### src/rtl/fp_pkg.sv
// rtl/fp_pkg.sv - shared floating-point field widths, bias and converter state encoding
package fp_pkg;

  localparam int EXP_W        = 8;
  localparam int MAN_W        = 23;
  localparam int BIAS         = 127;
  localparam int I2F_EXP_INIT = BIAS + 31;

  typedef enum logic [1:0] {
    IDLE  = 2'd0,
    NORM  = 2'd1,
    ROUND = 2'd2,
    DONE  = 2'd3
  } i2f_state_t;

endpackage

### src/rtl/fp_round_rne.sv
// rtl/fp_round_rne.sv - round a normalized 32-bit magnitude to a 24-bit significand, nearest-even
module fp_round_rne
  import fp_pkg::*;
(
  input  logic [31:0]      mag,
  input  logic [EXP_W-1:0] exp_in,
  output logic [EXP_W-1:0] exp_out,
  output logic [MAN_W-1:0] man_out,
  output logic             inexact
);

  logic [23:0] sig;
  logic        guard;
  logic        sticky;
  logic        round_up;
  logic [24:0] sum;

  assign sig      = mag[31:8];
  assign guard    = mag[7];
  assign sticky   = |mag[6:0];
  assign round_up = guard & (sticky | sig[0]);
  assign sum      = {1'b0, sig} + {24'd0, round_up};

  // A carry out of the significand means it became 2^24: renormalize by one.
  assign exp_out  = sum[24] ? exp_in + EXP_W'(1) : exp_in;
  assign man_out  = sum[24] ? sum[23:1] : sum[22:0];
  assign inexact  = guard | sticky;

endmodule

### src/rtl/fp_int_to_float.sv
// rtl/fp_int_to_float.sv - signed int32 to IEEE-754 single converter; FP_I2F_LZC_EN selects one-cycle normalize
module fp_int_to_float
  import fp_pkg::*;
#(
  parameter int XLEN = 32,
  parameter int BIAS = 127
) (
  input  logic            clk,
  input  logic            rst,
  input  logic            in_valid,
  output logic            in_ready,
  input  logic [XLEN-1:0] in_int,
  output logic            out_valid,
  input  logic            out_ready,
  output logic [XLEN-1:0] result,
  output logic            inexact
);

  localparam logic [EXP_W-1:0] EXP_INIT = EXP_W'(BIAS + XLEN - 1);

  i2f_state_t       state;
  logic             sign_q;
  logic [XLEN-1:0]  mag_q;
  logic [EXP_W-1:0] exp_q;

  logic [XLEN-1:0]  abs_in;
  logic [EXP_W-1:0] rnd_exp;
  logic [MAN_W-1:0] rnd_man;
  logic             rnd_inexact;

  // -2^31 negates to itself, which is exactly the unsigned magnitude wanted.
  assign abs_in = in_int[XLEN-1] ? (~in_int + XLEN'(1)) : in_int;

  fp_round_rne u_round (
    .mag     (mag_q),
    .exp_in  (exp_q),
    .exp_out (rnd_exp),
    .man_out (rnd_man),
    .inexact (rnd_inexact)
  );

`ifdef FP_I2F_LZC_EN
  logic [4:0]       lz;
  logic [XLEN-1:0]  norm_mag;
  logic [EXP_W-1:0] norm_exp;

  // Highest set bit wins because later iterations overwrite earlier ones.
  always_comb begin
    lz = '0;
    for (int i = 0; i < XLEN; i++) begin
      if (mag_q[i]) lz = 5'(XLEN - 1 - i);
    end
    norm_mag = mag_q << lz;
    norm_exp = exp_q - {3'b000, lz};
  end
`endif

  always_ff @(posedge clk or posedge rst) begin
    if (rst) begin
      state     <= IDLE;
      sign_q    <= 1'b0;
      mag_q     <= '0;
      exp_q     <= '0;
      in_ready  <= 1'b1;
      out_valid <= 1'b0;
      result    <= '0;
      inexact   <= 1'b0;
    end else begin
      case (state)
        IDLE: begin
          if (in_valid) begin
            sign_q   <= in_int[XLEN-1];
            mag_q    <= abs_in;
            exp_q    <= EXP_INIT;
            in_ready <= 1'b0;
            if (abs_in == '0) begin
              result    <= '0;
              inexact   <= 1'b0;
              out_valid <= 1'b1;
              state     <= DONE;
            end else begin
              state <= NORM;
            end
          end
        end
        NORM: begin
`ifdef FP_I2F_LZC_EN
          mag_q <= norm_mag;
          exp_q <= norm_exp;
          state <= ROUND;
`else
          if (mag_q[XLEN-1]) begin
            state <= ROUND;
          end else begin
            mag_q <= mag_q << 1;
            exp_q <= exp_q - EXP_W'(1);
          end
`endif
        end
        ROUND: begin
          result    <= {sign_q, rnd_exp, rnd_man};
          inexact   <= rnd_inexact;
          out_valid <= 1'b1;
          state     <= DONE;
        end
        DONE: begin
          if (out_ready) begin
            out_valid <= 1'b0;
            in_ready  <= 1'b1;
            state     <= IDLE;
          end
        end
        default: state <= IDLE;
      endcase
    end
  end

endmodule
### config.mk
export PLATFORM = sky130hd
export DESIGN_NAME = fp_int_to_float
export DESIGN_NICKNAME = d
export VERILOG_FILES = /design/src/rtl/fp_pkg.sv /design/src/rtl/fp_round_rne.sv /design/src/rtl/fp_int_to_float.sv
export SDC_FILE = /design/constraint.sdc
export NUM_CORES = 1
export LEC_CHECK = 0
export BUFFER_PORTS_ARGS = -buffer_cell sky130_fd_sc_hd__buf_2
export CAP_MARGIN = 20
export CORE_ASPECT_RATIO = 1.75
export CORE_MARGIN = 3
export CORE_UTILIZATION = 59
export DETAILED_ROUTE_END_ITERATION = 8
export PLACE_DENSITY = 0.81
export SLEW_MARGIN = 40
export SYNTH_ARGS = -nofsm -noshare
export SYNTH_HDL_FRONTEND = slang
export SYNTH_SLANG_ARGS = --single-unit
### constraint.sdc
create_clock -name clk -period 4 [get_ports clk]
set_clock_uncertainty 0.05 [all_clocks]
set_input_delay 0.8 -clock clk [delete_from_list [all_inputs] [get_ports clk]]
set_output_delay 0.8 -clock clk [all_outputs]
set_load 0.02 [all_outputs]
## Yosys cells after proc, flatten, opt, wreduce, memory -nomap -nowiden

Index checks and enable logic that the tools add are counted.

| word-level totals | value |
|---|---|
| register bits | 78 |
| bits of input ports | 36 |
| output and inout bits | 35 |
| word-level logic and storage cells | 66 |

| operators by class | value |
|---|---|
| add/subtract/negate cells | 4 |
| equality and inequality tests | 8 |
| mux-type cells | 27 |
| bitwise gates (word level) | 4 |
| reduce and logical (&&, ||, !) cells | 14 |

Operators by type and width:

| kind | count |
|---|---|
| $mux W32 | 5 |
| $pmux W32 S2 | 2 |
| $add A32 B1 Y32 const B | 1 |
| $logic_not A32 Y1 | 1 |
| $not A32 Y32 | 1 |
| $add A24 B1 Y25 | 1 |
| $mux W8 | 3 |
| $mux W23 | 1 |
| $pmux W8 S2 | 1 |
| $reduce_and A3 Y1 | 4 |
| $ne A2 B2 Y1 const B | 5 |
| $add A8 B1 Y8 const B | 1 |
| $mux W2 | 4 |
| $pmux W2 S4 | 1 |
| $sub A8 B1 Y8 const B | 1 |
| $mux W1 | 7 |
| $reduce_or A7 Y1 | 1 |
| $reduce_bool A2 Y1 | 3 |
| $eq A2 B2 Y1 const B | 2 |
| $pmux W1 S2 | 2 |
| $reduce_and A2 Y1 | 2 |
| $reduce_and A4 Y1 | 1 |
| $pmux W1 S3 | 1 |
| $reduce_bool A3 Y1 | 1 |
| 4 further kinds | 5 |

## Logic depth before layout (Yosys ltp)

Gate-level depths: netlist of run 1.

| depth | value |
|---|---|
| depth in word-level cells | 7 |
| gate-level depth with buffers | 15 |
| depth with buffers taken out | 13 |

## Cells and area by module

Synthesis of run 1 repeated with hierarchy kept, for this count alone.

| second synthesis, totals | value |
|---|---|
| cells, all modules | 813 |
| area total of the unflattened synthesis | 6498.7 um^2 |

By module, submodules not included:

| module | instances | cells each | area each (um^2) | seq. area each (um^2) |
|---|---|---|---|---|
| fp_int_to_float | 1 | 697 | 5758.0 | 1953.1 |
| fp_round_rne | 1 | 116 | 740.7 | 0.0 |

## Worst setup path after synthesis of run 1

No wires, ideal clock.

| path | value |
|---|---|
| kind | input port to flip-flop |
| from | input port in_int[12] |
| to | register result[24] |
| setup time | 0.122 ns |
| data arrival time | 3.824 ns |
| data required time | 3.828 ns |
| slack | 0.005 ns |
| stages on the path | 13 |
| buffers on the path | 5 |
| cells stage by stage | buf_6 or4_4 or2_1 clkbuf_2 or4_4 mux2i_1 o211ai_1 or4_1 buf_6 or2_1 buf_6 buf_6 a32o_1 |

| between the ends | value |
|---|---|
| word-level cells in the longest chain between the ends | 6 |

Ends and longest elaborated chain:

| item | line | RTL |
|---|---|---|
| start, declared | fp_int_to_float.sv:12 | `input logic [XLEN-1:0] in_int,` |
| $not A32 Y32 | fp_int_to_float.sv:32 | `assign abs_in = in_int[XLEN-1] ? (~in_int + XLEN'(1)) : in_int;` |
| $add A32 B1 Y32 | fp_int_to_float.sv:32 |  |
| $mux W32 (*) | fp_int_to_float.sv:32 |  |
| $logic_not A32 Y1 (*) | fp_int_to_float.sv:76 | `if (abs_in == '0) begin` |
| $ne A2 B2 Y1 (no line) (*) | n/a |  |
| $reduce_and A3 Y1 (no line) (*) | n/a |  |
| end signal, assigned | fp_int_to_float.sv:101 | `result <= {sign_q, rnd_exp, rnd_man};` |
| end, declared | fp_int_to_float.sv:15 | `output logic [XLEN-1:0] result,` |

Mark *: on every way between the ends. The rest lies on a longest branch, timed or not.
A chain may end at the register's enable or synchronous reset.

## Worst setup path after layout of run 1

| path | value |
|---|---|
| from | input port in_int[14] |
| to | register result[5] |

The elaborated chain is that of the path after synthesis.

==> results of run 1 <==
-- cell usage in the layout, fill, tap and decap left out, types with 22 or more instances in the layout --
master,Yosys,layout
dfrtp_1,77,77
buf_2,3,70
nand2_1,67,67
o21ai_0,56,56
buf_4,0,53
nor2_1,44,44
xor2_1,31,31
xnor2_1,27,27
a31oi_1,26,26
o211ai_1,25,25
nand3_1,22,22
-- registers in the layout (all words and copies together) (netlist names) --
register,cells
inexact,1
state,2
result,32
out_valid,1
mag_q,32
in_ready,1
exp_q,8
sign_q,1
-- synth_stat cells, types with 16 or more instances --
cell / number
o31ai_1: 16
o21ai_0: 56
xnor2_1: 27
a31oi_1: 26
o211ai_1: 25
clkbuf_1: 42
inv_1: 19
nand2_1: 67
nand3_1: 22
dfrtp_1: 77
nor2_1: 44
xor2_1: 31
a32o_1: 18
-- power by group --
group	internal (mW)	switching, mW
sequential	1.14	0.326
combinational	0.776	1.30
clock	0.406	0.297
total	2.32	1.93
-- through the flow --
stage / power [mW] / TNS, ps / cell area, um^2 / instances / hold slack [ps]
after floorplan: 2.91 / 0 / 5550 / 657 / 400
after global placement: 3.41 / -1340 / 6230 / 844 / 418
after detailed placement: 3.51 / -3530 / 6230 / 844 / 447
after CTS: 4.23 / 0 / 6470 / 857 / 459
after global routing: 4.55 / 0 / 6490 / 857 / 481
final: 4.25 / 0 / 6490 / 857 / 458
-- repair_timing --
action,in CTS,in global routing
buffers inserted,0,0
setup endpoints to repair,0,18
gates resized for setup,0,2
-- worst max-delay path, cell delays in order --
cell and delay [ps]:
buf_2 100, or4_4 540, or2_1 280, or4_4 510, mux2i_1 170, o211ai_1 120, or4_1 570, buf_4 170
o21a_1 360, o31ai_1 360
-- routing by layer --
layer | GRT usage | up-vias
li1 | - | 2567
met1 | 0.325 | 2595
met2 | 0.527 | 183
met3 | 0.0343 | 37
met4 | 0.127 | 0
met5 | 0 | -
-- cell families after synthesis --
family          synth area share
fa+ha+maj                 0.0203
mux                       0.0144
buf+inv                   0.0604
flops                      0.352
xor+xnor                  0.0916
simple gates               0.212
compound gates             0.250
-- worst paths after layout --
kind	start	end	depth (start not counted)
worst min-delay path	sign_q$_DFFE_PP0P_	sign_q$_DFFE_PP0P_	2
worst min register to register	sign_q$_DFFE_PP0P_	sign_q$_DFFE_PP0P_	2
worst max register to register	mag_q[2]$_DFFE_PP0P_	result[29]$_DFFE_PP0P_	12
worst max-delay path	in_int[14]	result[5]$_DFFE_PP0P_	10
max in group asynchronous	rst	in_ready$_DFFE_PP1P_	3
min in group asynchronous	rst	result[2]$_DFFE_PP0P_	3
-- area by class of cell --
| class | count | area share |
|---|---|---|
| sequential | 78 | 0.301 |
| inverter | 20 | 0.0116 |
| multi-input combinational | 501 | 0.505 |
| clock inverter | 3 | 0.00231 |
| tap | 120 | 0.0231 |
| clock buffer | 10 | 0.0353 |
| timing repair buffer | 125 | 0.122 |
==> results.yml, run 1 <==
grt:
  grt_pass1_vias: 5124
  grt_usage: 0.287
  antenna_found_initial: 0
  grt.overflow.total: 0
  grt_max_degree: 79
  grt_first_pass_wirelength_mm: 24.5
die:
  die_h_um: 134
  die_w_um: 79.3
  rows: 46
  io-pin-count: 71
  start_util: 0.610
  core_area_um2: 9090
  die_area_um2: 10600
pwr:
  p_leak_nw: 2.70
  p_per_area_nw_per_um2: 655
  worst_ir_drop_vdd_mv: 0.341
detailed_routing:
  drt_wl_total_mm: 14.8
  route.vias.total: 5382
  drt-met1-wl_mm: 5.58
  dr.pass1.iters: 6
  met2_length_mm: 8.09
  first_iter_violations: 372
  vias_per_cell: 6.28
  met3WireLength_um: 643
  route.detailed.drc: 0
  route.antenna.remaining_nets: 0
  maxUsedRoutingLayer: "met4"
  avgRoutedWirePerCell_um: 17.3
worst_setup_path:
  cp-start-kind: "primary input"
  crit_path_end_kind: "flop"
  r2r_slack_ps: 360
  crit_type: "primary input to flop"
  cp_max_fo: 16
  crit_arrival_ps: 3990
  critPathRequiredTime_ps: 4170
logic_synthesis:
  ys_warn_count: 0
  ys.flop_type: "dfrtp_1"
  synthArstFlopShare: 1.00
  synth_edf_count: 0
  ys_ff_latch: 78
  synthCells: 657
  yosysTopAreaCellShare: 0.347
  ys_seq_area_frac: 0.352
  synth_nets: 702
  syn_area_per_cell_um2: 8.44
  synth_cell_types: 64
  synth_area_leaders: "dfrtp_1, o21ai_0, xor2_1"
  syn-cell-area_um2: 5550
  yosysTopAreaCell: "dfrtp_1"
clock_tree:
  cts_made_buffers: 9
  htree_levels: 3
  clk_pin_slew_ps: 60
  hold_buffers: 0
  clock_sinks: 78
  cts_max_path_buffers: 2
  worstSkewPairLatency_ps: 330
  cts_root_buf: "clkbuf_16"
  cts_tree: "yes"
timing:
  setup_ws_ps: 180
  post-route-min-period_ps: 3820
  rsz0062_at_grt: "false"
  hold_viol: 0
  max_freq_mhz: 262
  drv_slew: 0
  setup_viol: 0
  worst_pin_slew_ps: 671
  max-slew-margin-rel: 0.548
  post-route-period-util: 0.955
final_layout:
  seqCellArea_um2: 1950
  fill_cells: 771
  multiInputGateArea_um2: 3280
  post-route-util: 0.713
  num_antenna_cells: 0
  fin_nets: 780
  areaGrowthSynthToFinish_pct: 16.9
  layout-drive-gt1-share: 0.216
placement:
  pre_cts_slack_ps: -177
  gp_congestion: 0.963
  portBuffers: 70
  dp_hpwl_mm: 11.1
run_status:
  status: "finished, final reports clean"
run:
  cap_viol_max_count: 0
hold_path:
  hold_path.class: "flop to flop"
No activity file was read; power rests on OpenSTA's default activity.
==> run 2, diff against run 1 <==
--- a/config.mk
+++ b/config.mk
@@ -10,8 +10,9 @@
 export CORE_ASPECT_RATIO = 1.75
 export CORE_MARGIN = 3
 export CORE_UTILIZATION = 59
+export CTS_CLUSTER_DIAMETER = 150
 export DETAILED_ROUTE_END_ITERATION = 8
-export PLACE_DENSITY = 0.81
+export PLACE_DENSITY_LB_ADDON = 0.1
 export SLEW_MARGIN = 40
 export SYNTH_ARGS = -nofsm -noshare
 export SYNTH_HDL_FRONTEND = slang
==> run 2 against run 1 <==
  * Critical path depth grew 2
  * Non-clock buffer count grew 6
  * Cell count grew 1.1%
  * Cell area grew 1.9%
  * Sequential power is essentially flat
  * Routed wire length grew 0.72%
  * First-iteration DRC count shrank 14%
  * Die area is the same
  * Highest routed layer unchanged
==> results.yml, run 2 (synthesized netlist as in run 1, its figures left out) <==
worst_setup_path:
  setup.worst_path.start: "in_int[14]"
  crit_family: "simple AND/OR/NAND/NOR gates"
  cp_slowest_stage_delay_ps: 600
  cp_max_fo: 17
  r2r_slack_ps: 330
  rr_worst_depth: 12
  rr_endpoint: "result[29]$_DFFE_PP0P_"
  path_cells: "buf_2, or4_4, or2_1, or4_4, mux2i_1, o211ai_1, or4_1, buf_4, buf_4, o21ai_2, buf_12, a32o_1"
  cp-start-kind: "primary input"
  worst-path-stages: 12
  cp_num_buf_inv: 4
  crit_type: "primary input to flop"
  critPathRequiredTime_ps: 4220
  r2r_start: "mag_q[1]$_DFFE_PP0P_"
  crit_arrival_ps: 4000
  slowest_stage: "or4_1"
  crit_path_end: "inexact$_DFFE_PP0P_"
  crit_path_end_kind: "flop"
final_layout:
  final_cell_mix: "dfrtp_1, buf_2, nand2_1"
  reg_top3: "mag_q x32, result x32, exp_q x8"
  fin_nets: 786
  post-route-util: 0.727
  areaGrowthSynthToFinish_pct: 19.1
  mostFrequentLayoutCell: "dfrtp_1"
  num_antenna_cells: 0
  layout-drive-gt1-share: 0.225
timing:
  hold_slack_ps: 463
  drv_slew: 0
  setup_viol: 0
  max_freq_mhz: 265
  hold_viol: 0
  worst_pin_slew_ps: 657
  rsz0062_at_grt: "false"
  max-slew-margin-rel: 0.562
  post-route-min-period_ps: 3770
  final.setup.tns_ps: 0
  setup_ws_ps: 225
  post-route-period-util: 0.944
pwr:
  p_per_area_nw_per_um2: 673
  p_leak_nw: 2.76
  power.total_mw: 4.44
  p_seq_frac: 0.332
  p_switching_mw: 1.94
  p_int_mw: 2.50
  clkPwrFrac: 0.196
  swShare: 0.437
  worst_ir_drop_vdd_mv: 0.352
  power_frac_comb: 0.472
clock_tree:
  cts_root_buf: "clkbuf_16"
  htree_levels: 3
  hold_buffers: 0
  worstSkewPairLatency_ps: 340
  cts_made_buffers: 9
  clock_sinks: 78
  cts_max_path_buffers: 2
  cts_tree: "yes"
  clk_pin_slew_ps: 60
grt:
  grt_pass1_vias: 5189
  grt_first_pass_wirelength_mm: 25.0
  antenna_found_initial: 0
  grt_max_degree: 64
  grt_usage: 0.295
  grt.overflow.total: 0
detailed_routing:
  met3WireLength_um: 486
  route.detailed.drc: 0
  drt-met1-wl_mm: 5.74
  first_iter_violations: 320
  drt_wl_total_mm: 14.9
  route.antenna.remaining_nets: 0
  avgRoutedWirePerCell_um: 17.3
  route.vias.total: 5332
  dr.pass1.iters: 5
  vias_per_cell: 6.16
  met2_length_mm: 8.23
  maxUsedRoutingLayer: "met4"
die:
  start_util: 0.610
  core_area_um2: 9090
  io-pin-count: 71
  die_h_um: 134
  die_area_um2: 10600
  die_w_um: 79.3
  rows: 46
placement:
  gp_congestion: 0.908
  dp_hpwl_mm: 11.2
  portBuffers: 70
  pre_cts_slack_ps: -123
run:
  cap_viol_max_count: 0
run_status:
  status: "finished, final reports clean"
hold_path:
  hold_path.class: "flop to flop"
## run 2: cell types whose count changed in the layout (fill, tap and decap cells not counted), sizes merged
cell	before	now
buf	125	131
bufinv	0	2
clkbuf	10	12
clkinv	3	2
## run 2: power by group through the flow
| stage | logic [mW] | registers (mW) | clock network (mW) |
|---|---|---|---|
| 6_report | 2.10 | 1.48 | 0.871 |
| 5_1_grt | 2.34 | 1.52 | 0.909 |
| 4_1_cts | 2.11 | 1.47 | 0.879 |
| 3_5_place_dp | 2.08 | 1.47 | 0 |
| 3_3_place_gp | 2.01 | 1.45 | 0 |
| 2_1_floorplan | 1.35 | 1.56 | 0 |
## run 2: what timing repair did
action,CTS,global route
resized for setup,0,1
setup endpoints to repair,0,2
setup buffers,0,0
hold endpoints to repair,0,0
## run 2: metal layers
layer | vias up | GRT usage
li1 | 2586 | -
met1 | 2562 | 0.336
met2 | 154 | 0.539
met3 | 30 | 0.0323
met4 | 0 | 0.137
met5 | - | 0
## run 2: how the worst min path moves through the flow
stage	start	endpoint	slack (ps)	cells past startpoint
finish	result[25]$_DFFE_PP0P_	result[25]$_DFFE_PP0P_	460	1
global route	result[6]$_DFFE_PP0P_	result[6]$_DFFE_PP0P_	490	1
CTS	result[25]$_DFFE_PP0P_	result[25]$_DFFE_PP0P_	470	1
detailed placement	mag_q[0]$_DFFE_PP0P_	mag_q[0]$_DFFE_PP0P_	450	2
global placement	mag_q[4]$_DFFE_PP0P_	mag_q[4]$_DFFE_PP0P_	440	2
floorplan	sign_q$_DFFE_PP0P_	sign_q$_DFFE_PP0P_	400	2
## run 2: layout make-up
class                      count  area (um^2)
fill                         771         2490
inverter                      20         77.6
multi-input combinational    501         3260
tap                          120          150
sequential                    78         1950
clock inverter                 4         70.1
timing repair buffer         131          846
clock buffer                  12          246
## run 2: stage by stage
stage / std cells / cell area [um^2]
2_1_floorplan: 657 / 5550
3_3_place_gp: 850 / 6290
3_5_place_dp: 850 / 6290
4_1_cts: 866 / 6610
5_1_grt: 866 / 6610
6_report: 866 / 6610
